### config.mk
export PLATFORM = sky130hd
export DESIGN_NAME = uart_tx
export DESIGN_NICKNAME = d
export VERILOG_FILES = /design/src/rtl/uart_tx.sv
export SDC_FILE = /design/constraint.sdc
export NUM_CORES = 1
export LEC_CHECK = 0
export BUFFER_PORTS_ARGS = -buffer_cell sky130_fd_sc_hd__buf_2
export CAP_MARGIN = 20
export CORE_ASPECT_RATIO = 1.25
export CORE_MARGIN = 3
export CORE_UTILIZATION = 50
export DETAILED_ROUTE_END_ITERATION = 6
export GPL_ROUTABILITY_DRIVEN = 0
export PLACE_DENSITY = 0.69
export SYNTH_ARGS = -nofsm -noshare
export SYNTH_HDL_FRONTEND = slang
export SYNTH_SLANG_ARGS = --single-unit
### constraint.sdc
create_clock -name CLK -period 3.94 [get_ports CLK]
set_clock_uncertainty 0.05 [all_clocks]
set_input_delay 0.197 -clock CLK [delete_from_list [all_inputs] [get_ports CLK]]
set_output_delay 0.197 -clock CLK [all_outputs]
set_load 0.02 [all_outputs]
### src/rtl/uart_tx.sv
// Serial transmitter: takes a parallel word on a valid/ready handshake and sends it
// as a start bit, DATA_BITS data bits (LSB first) and one stop bit.
module uart_tx #(
  parameter int CLKS_PER_BIT = 868,
  parameter int DATA_BITS    = 8
) (
  input  logic                 CLK,
  input  logic                 RST,
  input  logic [DATA_BITS-1:0] TX_DATA,
  input  logic                 TX_VALID,
  output logic                 TX_READY,
  output logic                 TX,
  output logic                 BUSY
);

  localparam int BAUD_W = $clog2(CLKS_PER_BIT);
  localparam int BIT_W  = $clog2(DATA_BITS);

  localparam logic [BAUD_W-1:0] BAUD_LAST = BAUD_W'(CLKS_PER_BIT - 1);
  localparam logic [BIT_W-1:0]  BIT_LAST  = BIT_W'(DATA_BITS - 1);

  typedef enum logic [1:0] {
    IDLE  = 2'd0,
    START = 2'd1,
    DATA  = 2'd2,
    STOP  = 2'd3
  } state_t;

  state_t               state_q, state_d;
  logic [BAUD_W-1:0]    baud_q, baud_d;
  logic [BIT_W-1:0]     bit_q, bit_d;
  logic [DATA_BITS-1:0] shift_q, shift_d;
  logic                 tx_q, tx_d;
  logic                 ready_q, ready_d;
  logic                 busy_q, busy_d;
  logic                 baud_tc;

  assign baud_tc = (baud_q == BAUD_LAST);

  always_comb begin
    state_d = state_q;
    baud_d  = baud_q;
    bit_d   = bit_q;
    shift_d = shift_q;
    tx_d    = tx_q;
    ready_d = ready_q;
    busy_d  = busy_q;

    case (state_q)
      IDLE: begin
        tx_d = 1'b1;
        if (ready_q && TX_VALID) begin
          shift_d = TX_DATA;
          state_d = START;
          tx_d    = 1'b0;
          ready_d = 1'b0;
          busy_d  = 1'b1;
          baud_d  = '0;
        end
      end

      START: begin
        if (baud_tc) begin
          state_d = DATA;
          tx_d    = shift_q[0];
          bit_d   = '0;
          baud_d  = '0;
        end else begin
          baud_d = baud_q + BAUD_W'(1);
        end
      end

      DATA: begin
        if (baud_tc) begin
          baud_d = '0;
          if (bit_q < BIT_LAST) begin
            // shift_q[1] becomes the new LSB, so it is the next bit on the line
            shift_d = shift_q >> 1;
            tx_d    = shift_q[1];
            bit_d   = bit_q + BIT_W'(1);
          end else begin
            state_d = STOP;
            tx_d    = 1'b1;
          end
        end else begin
          baud_d = baud_q + BAUD_W'(1);
        end
      end

      STOP: begin
        tx_d = 1'b1;
        if (baud_tc) begin
          state_d = IDLE;
          ready_d = 1'b1;
          busy_d  = 1'b0;
          baud_d  = '0;
        end else begin
          baud_d = baud_q + BAUD_W'(1);
        end
      end

      default: begin
        state_d = IDLE;
        tx_d    = 1'b1;
        ready_d = 1'b1;
        busy_d  = 1'b0;
        baud_d  = '0;
        bit_d   = '0;
      end
    endcase
  end

  always_ff @(posedge CLK) begin
    if (RST) begin
      state_q <= IDLE;
      baud_q  <= '0;
      bit_q   <= '0;
      shift_q <= '0;
      tx_q    <= 1'b1;
      ready_q <= 1'b1;
      busy_q  <= 1'b0;
    end else begin
      state_q <= state_d;
      baud_q  <= baud_d;
      bit_q   <= bit_d;
      shift_q <= shift_d;
      tx_q    <= tx_d;
      ready_q <= ready_d;
      busy_q  <= busy_d;
    end
  end

  assign TX       = tx_q;
  assign TX_READY = ready_q;
  assign BUSY     = busy_q;

endmodule

# After elaboration in Yosys (flattened, before gate mapping)
# Index checks and enable logic that the tools add are counted.
# totals
output_inout_bits	3
reg_bits	26
rom_bits	0
ramBits	0
mem_count	0
inputBits	11
latch_bits	0
elab_cells	59
# classes
mux	28
n_bitwise	0
eq_ne	10
div_mod_pow	0
n_lt_le_gt_ge	1
mul	0
shift	0
n_reduce_logical	11
add_sub_neg	2
# op_table
operator	n
8-bit 2-to-1 mux	3
10-bit 2-to-1 mux	2
10-bit case mux with 2 select lines	1
8-bit case mux with 2 select lines	1
2-bit inequality test, second input constant	6
10-bit by 1-bit adder with 10-bit output, second input constant	1
10-bit equality test, second input constant	1
2-bit 2-to-1 mux	5
3-bit 2-to-1 mux	3
1-bit 2-to-1 mux	8
2-bit case mux with 4 select lines	1
4-bit AND reduction	2
3-bit case mux with 2 select lines	1
2-bit nonzero test	3
5-bit AND reduction	1
2-bit equality test, second input constant	2
1-bit case mux with 2 select lines	2
1-bit case mux with 4 select lines	1
3-bit by 1-bit adder with 3-bit output, second input constant	1
3-bit less-than comparator, second input constant	1
3-bit AND reduction	1
3-bit OR reduction	1
2-bit by 1-bit equality test with 1-bit output, second input constant	1
2-bit logical NOT	1
other kinds (2)	2

# Depth between registers and ports, before layout
# Gate-level depths: netlist (run 1).
# logic_depth
ltp_word	4
mapped_depth	8

# Least setup slack after synthesis (run 1)
# Ideal clock, no wire load.
# synth_timing
path_kind	register to register
from	register state_q[0]
to	register tx_q (netlist: TX)
path_stages_with_launch	9
arrival_ns	1.508
n_path_buf	2
path_slack_ns	2.260
cell_sequence	dfxtp_1 -> inv_1 -> ha_1 -> buf_2 -> buf_2 -> a221oi_1 -> a21oi_1 -> o22ai_1 -> nand3b_1
# synth_between
elab_chain_cells	3
elab_cells_between_ends	8
# synth_lines
element	line	text
start, declared	29	state_t state_q, state_d;
start signal, assigned	123	state_q <= state_d;
2-bit by 1-bit equality test with 1-bit output / 2-bit equality test (equally long branches)	49	case (state_q)
2-bit inequality test (no source line)	n/a	
2-bit AND reduction (no source line)	n/a	
end signal, assigned	127	tx_q <= tx_d;
end, declared	33	logic tx_q, tx_d;
# Several ways; a longest one is shown, not always the timed one.
# A chain may end at the register's enable or synchronous reset.

# Worst setup path after layout (run 1)
# layout_timing
from	register state_q[0]
to	register shift_q[5]
# layout_between
elab_chain_cells	3
elab_cells_between_ends	8
# layout_lines
element	line	text
2-bit equality test / 2-bit logical NOT (equally long branches)	49	
2-bit inequality test (no source line) / 2-bit nonzero test (equally long branches)	n/a	
4-bit AND reduction (no source line)	n/a	
end signal, assigned	126	shift_q <= shift_d;
end, declared	32	logic [DATA_BITS-1:0] shift_q, shift_d;
# Several ways; a longest one is shown, not always the timed one.

==> flow_summary.yaml, run 1 <==
status:
  outcome: "complete, no violations"
place:
  input_output_buffers: 13
  dp.final_hpwl_mm: 2.194
clocking:
  holdBufCountCts: 0
  tritoncts_num_sinks: 26
  clkTransAtPathRegs_ps: 150
  cts_tree: "built"
  cts.repair.resized: 0
  clock_latency_ps: 330
  cts_setup_buffers: 0
  h-tree-depth: 1
  clk_root_buffer_cell: "clkbuf_4"
  numCtsBuffers: 3
  clock_path_buffers: 2
synth:
  synth-async-reset-ratio_pct: 0
  post-synth-top-count-cell: "dfxtp_1"
  most_instantiated_cells_after_synthesis: "dfxtp_1 (26), a21oi_1 (16), nand2_1 (13)"
  syn_avg_cell_area_um2: 9.086
  flip_flop_cell_with_the_highest_count_after_synthesis: "dfxtp_1"
  syn_area_mm2: 0.001526
  synth_top_cells_by_area: "dfxtp_1 (34%), a211oi_2 (5.7%), ha_1 (5.7%)"
  seq_area_frac_synth_pct: 34.10
  synth-warning-count: 0
  synth-edff-count: 0
  synth_cell_type_count: 43
  synth_largest_type_area_fraction_pct: 34.10
  postSynthRegisterBits: 26
  syn_inst: 168
  syn_nets: 186
  yosys.area.top_type: "dfxtp_1"
power_and_ir_drop:
  net-switching-power_uw: 415.8
  power.share.sequential_pct: 34.6
  pwr_cell_area_mw_per_mm2: 630.6
  switching_share_pct: 39.95
  power_leakage_uw: 0.0006028
  clkPwrFrac_pct: 18.0
  pwr-share-comb_pct: 47.4
  vdd_drop_max_uv: 268.3
  internal_power_uw: 624.9
setup_path:
  worstSetupEndpointType: "flip-flop"
  cp_data_required_time_ps: 4150
  path_class: "reg -> reg"
  worst-path-max-fanout: 21
  critical_path_arrival_ps: 2650
  worst_setup_path_start_kind: "flip-flop"
  ff2ff_path_depth: 6
routing:
  dr_vias: 1217
  drt_first_iter_violations: 29
  antenna_violating_nets_post_route: 0
  routed_wire_length_per_instance_um: 14.77
  drc: 0
  drt-vias-per-instance: 5.768
  firstDrtPassIters: 4
  total_wirelength_of_the_detailed_routed_design_mm: 3.116
sta:
  tns_ps: 0
  final_max_slew_viol_count: 0
  final-hold-violation-count: 0
  fin_crit_sh_pct: 61.85
  timing.slew.headroom_pct: 43.38
  fin_hold_ws_ps: 217.2
  rsz0062_at_grt: "false"
  maxClockFrequency_mhz: 410.3
  setup-violations-final: 0
  timing_worst_slew_pin_value_ps: 849.3
  final_period_minus_worst_setup_slack_ps: 2437
floorplanning:
  initial_utilization_pct: 54.81
  die-area_mm2: 0.003756
  placeableCoreArea_mm2: 0.002785
  core.rowCount: 21
  die_w_um: 55.42
  dieHeight_um: 67.78
  io_pins: 14
cells_and_area:
  final_net_count: 196
  drive_gt1_share_pct: 19.21
  ant_diodes: 0
  flow.area_growth_from_synthesis_pct: 8.115
min_path:
  hold_path_depth: 2
  timing.hold.worst.class: "in -> reg"
global_routing:
  grt_remaining_overflow: 0
  first_global_vias: 1259
  grt_start_max_net_pins: 22
  track_usage_pct: 17.91
  antenna_found_initial: 0
  grt_first_pass_wirelength_mm: 5.368
flow_run:
  drv_cap: 0
==> per-stage QoR <==
| stage | worst slack (ps) | total power, uW | area, um2 | utilization [%] | cells |
|---|---|---|---|---|---|
| after floorplan | 2260 | 770.2 | 1526 | - | 168 |
| after global placement | 1619 | 840.8 | 1598 | 57.37 | 207 |
| after detailed placement | 1512 | 856.8 | 1598 | 57.37 | 207 |
| after CTS | 1480 | 1047 | 1650 | 59.25 | 211 |
| after global routing | 1307 | 1120 | 1650 | 59.25 | 211 |
| final | 1503 | 1041 | 1650 | 59.25 | 211 |
==> worst paths after layout <==
path	from	slack [ps]	endpoint
max	state_q[0]	1500	shift_q[5]
min reg2reg	shift_q[4]	430	shift_q[4]
min	RST	220	bit_q[0]
max reg2reg	state_q[0]	1500	shift_q[5]
==> final cells by class <==
type,instances,area (um2)
Multi-Input combinational cell,124,932.1
Timing Repair Buffer,13,65.06
Fill cell,239,1135
Inverter,10,37.54
Clock buffer,3,22.52
Sequential cell,26,520.5
Clock inverter,1,30.03
Tap cell,34,42.54
==> flip-flops by register name, summed over array words and instances, names as in the netlist <==
register	count
baud_q	10
BUSY	1
shift_q	8
bit_q	3
TX	1
TX_READY	1
state_q	2
==> critical path, cell delays in order (launching register included) <==
cell and delay (ps):
dfxtp_1 370, inv_1 130, ha_1 730, nor4b_4 370, nand4_4 200, a21o_4 290
a211oi_2 220
==> cell families (layout without fill, tap and decap cells) <==
group,after synthesis,count (layout),share of synthesized area (%)
fa+ha+maj,7,7,5.737
flops,26,26,34.10
compound gates,44,44,21.64
buf+inv,18,27,4.836
xor+xnor,9,9,5.164
mux,8,8,5.246
simple gates,56,56,23.28
==> power groups by stage <==
stage	clock [uW]	sequential, uW	combinational (uW)
2_1_floorplan	0	362	408
3_3_place_gp	0	362	479
3_5_place_dp	0	364	492
4_1_cts	194	359	494
5_1_grt	199	368	553
6_report	187	360	493
==> cell usage in the layout, fill, tap and decap left out, types with 3 or more instances in the layout <==
cell type,n
nor2_1,11
a211oi_2,7
nand2b_1,3
buf_2,13
o21ai_0,5
mux2i_1,8
a21oi_1,16
nand4_1,5
nand3_1,5
dfxtp_1,26
clkbuf_4,3
nand2_1,13
xor2_1,3
ha_1,7
nand3b_1,4
xnor2_1,6
inv_1,10
a31oi_1,3
==> routing by layer <==
metal / GRT usage [%] / up-vias / wire [um]
met5: 0 / - / 0
met4: 10.64 / 0 / 73
met3: 1.912 / 6 / 76
met2: 32.69 / 21 / 1551
met1: 20.25 / 567 / 1414
li1: - / 623 / -
Power figures use the tool's default switching activity.
==> inputs of run 2 (changes only) <==
Clock period 3.94 ns to 2.3 ns, I/O delays scaled along.
==> run 2 against run 1 <==
Maximum frequency up 33%. Worst hold slack worse by 83 ps. Power up 72%. Setup slack worse by 1000 ps. Routed wire length down 2.2%. Cell count up 0.47%. First-iteration DRC count up 34%. Register-to-register slack worse by 1000 ps. Critical endpoint is now shift_q[2]. Largest power group unchanged.
==> flow_summary.yaml, run 2 (same netlist as run 1, synthesis figures left out) <==
status:
  outcome: "complete, no violations"
clocking:
  clkTransAtPathRegs_ps: 150
  holdBufCountCts: 0
  clock_path_buffers: 2
  cts.repair.resized: 0
  clock_latency_ps: 330
  h-tree-depth: 1
  clk_root_buffer_cell: "clkbuf_4"
  cts_setup_buffers: 0
  tritoncts_num_sinks: 26
  numCtsBuffers: 3
  cts_tree: "built"
global_routing:
  track_usage_pct: 18.08
  first_global_vias: 1169
  grt_first_pass_wirelength_mm: 5.347
  antenna_found_initial: 0
  grt_start_max_net_pins: 19
  grt_remaining_overflow: 0
floorplanning:
  io_pins: 14
  core.rowCount: 21
  die-area_mm2: 0.003756
  initial_utilization_pct: 54.81
  die_w_um: 55.42
  dieHeight_um: 67.78
  placeableCoreArea_mm2: 0.002785
sta:
  timing_worst_slew_pin_value_ps: 414.8
  fin_crit_sh_pct: 79.79
  final_max_slew_viol_count: 0
  tns_ps: 0
  setup-violations-final: 0
  maxClockFrequency_mhz: 544.9
  timing.slew.headroom_pct: 72.33
  final-hold-violation-count: 0
  rsz0062_at_grt: "false"
  final_period_minus_worst_setup_slack_ps: 1835
setup_path:
  cp_data_required_time_ps: 2510
  worst_setup_path_start_kind: "flip-flop"
  worstSetupEndpointType: "flip-flop"
  path_class: "reg -> reg"
  worst-path-max-fanout: 9
  critical_path_cell_with_the_highest_stage_delay: "dfxtp_1"
  cpPeakStageDelay_ps: 370
  r2r-end: "shift_q[2]"
  reg2reg_setup_slack_ps: 460
  cp_cell_sequence: "inv_1 -> ha_1 -> nor4b_4 -> nand4_4 -> a21o_4 -> a211oi_2"
  ff2ff_path_depth: 6
  critical_path_arrival_ps: 2040
  rr_startpoint: "state_q[0]"
min_path:
  hold_path_depth: 2
  worstHoldEndpoint: "bit_q[0]"
  hold_start: "RST"
  timing.hold.worst.class: "in -> reg"
cells_and_area:
  most-common-layout-cells: "dfxtp_1 (26), a21oi_1 (16), nand2_1 (13), buf_2 (13), nor2_1 (11)"
  final_net_count: 197
  finalNonFillerCells: 212
  total_of_fill_cells_in_the_finished_design: 264
  drive_gt1_share_pct: 19.66
  mostFrequentLayoutCell: "dfxtp_1"
  flow.area_growth_from_synthesis_pct: 8.607
  ant_diodes: 0
  largest_reg_flops: 10
  top_register: "baud_q"
  layout.cell_area.non_filler_mm2: 0.001658
  largest_registers: "baud_q: 10 flops, shift_q: 8 flops, bit_q: 3 flops"
place:
  input_output_buffers: 13
  dp.final_hpwl_mm: 2.263
  dpl.cell_count: 208
  dpl_cell_area_mm2: 0.001605
routing:
  dr_vias: 1191
  antenna_violating_nets_post_route: 0
  total_wirelength_of_the_detailed_routed_design_mm: 3.048
  routed_wire_length_per_instance_um: 14.38
  firstDrtPassIters: 4
  drt-vias-per-instance: 5.618
  drt_first_iter_violations: 39
  drc: 0
power_and_ir_drop:
  switching_share_pct: 39.82
  pwr_cell_area_mw_per_mm2: 1077
  net-switching-power_uw: 711.1
  internal_power_uw: 1075
  clkPwrFrac_pct: 18.0
  power_leakage_uw: 0.0006082
  power.share.sequential_pct: 34.6
  vdd_drop_max_uv: 520.4
  pwr-share-comb_pct: 47.4
flow_run:
  drv_cap: 0
run 2: cell count changes in the layout (fill, tap and decap cells not counted), sizes merged:
cell / previous run / this run
buf: 13 / 14
run 2: critical path, delay by kind of cell (launching register included):
kind                       cells  cell delay, ps
AOI/OAI and AO/OA              2             540
adders and majority gates      1             230
buffers and inverters          1             120
DFF                            1             370
and+or+nand+nor                2             450
run 2: how the worst max path moves through the flow:
| stage | from | endpoint |
|---|---|---|
| floorplan | state_q[0] | TX |
| global placement | baud_q[0] | state_q[1] |
| detailed placement | state_q[0] | shift_q[2] |
| CTS | state_q[0] | shift_q[2] |
| global route | state_q[0] | shift_q[2] |
| finish | state_q[0] | shift_q[2] |
run 2: power groups by stage:
| stage | clock network (uW) | logic [uW] | registers, uW |
|---|---|---|---|
| floorplan | 0 | 700 | 620 |
| global placement | 0 | 830 | 624 |
| detailed placement | 0 | 851 | 630 |
| CTS | 330 | 856 | 619 |
| global route | 349 | 959 | 633 |
| finish | 322 | 846 | 618 |
run 2: area by class of cell:
cell class                 count  area [um2]  share of cell area, %
clock buffer                   3       22.52                  1.358
clock inverter                 1       30.03                  1.811
inverter                      10       37.54                  2.264
multi-input combinational    124       932.1                  56.23
sequential                    26       520.5                  31.40
tap                           34       42.54                  2.566
timing repair buffer          14       72.57                  4.377
run 2: metal layers:
| layer | wire length, um | vias to the layer above | global-route usage [%] |
|---|---|---|---|
| met2 | 1549 | 13 | 32.99 |
| met4 | 62 | 0 | 7.903 |
| li1 | - | 625 | - |
| met3 | 81 | 7 | 2.868 |
| met1 | 1354 | 546 | 20.97 |
| met5 | 0 | - | 0 |
run 2: per-stage QoR:
step	worst slack (ps)	hold slack [ps]	utilization [%]	total power (uW)
6_report	464.8	134.1	59.52	1786
5_1_grt	296.4	137.3	59.52	1941
4_1_cts	444.5	132.7	59.52	1804
3_5_place_dp	482.5	412.4	57.64	1481
3_3_place_gp	549.0	403.0	57.64	1453
2_1_floorplan	619.6	305.7	-	1319
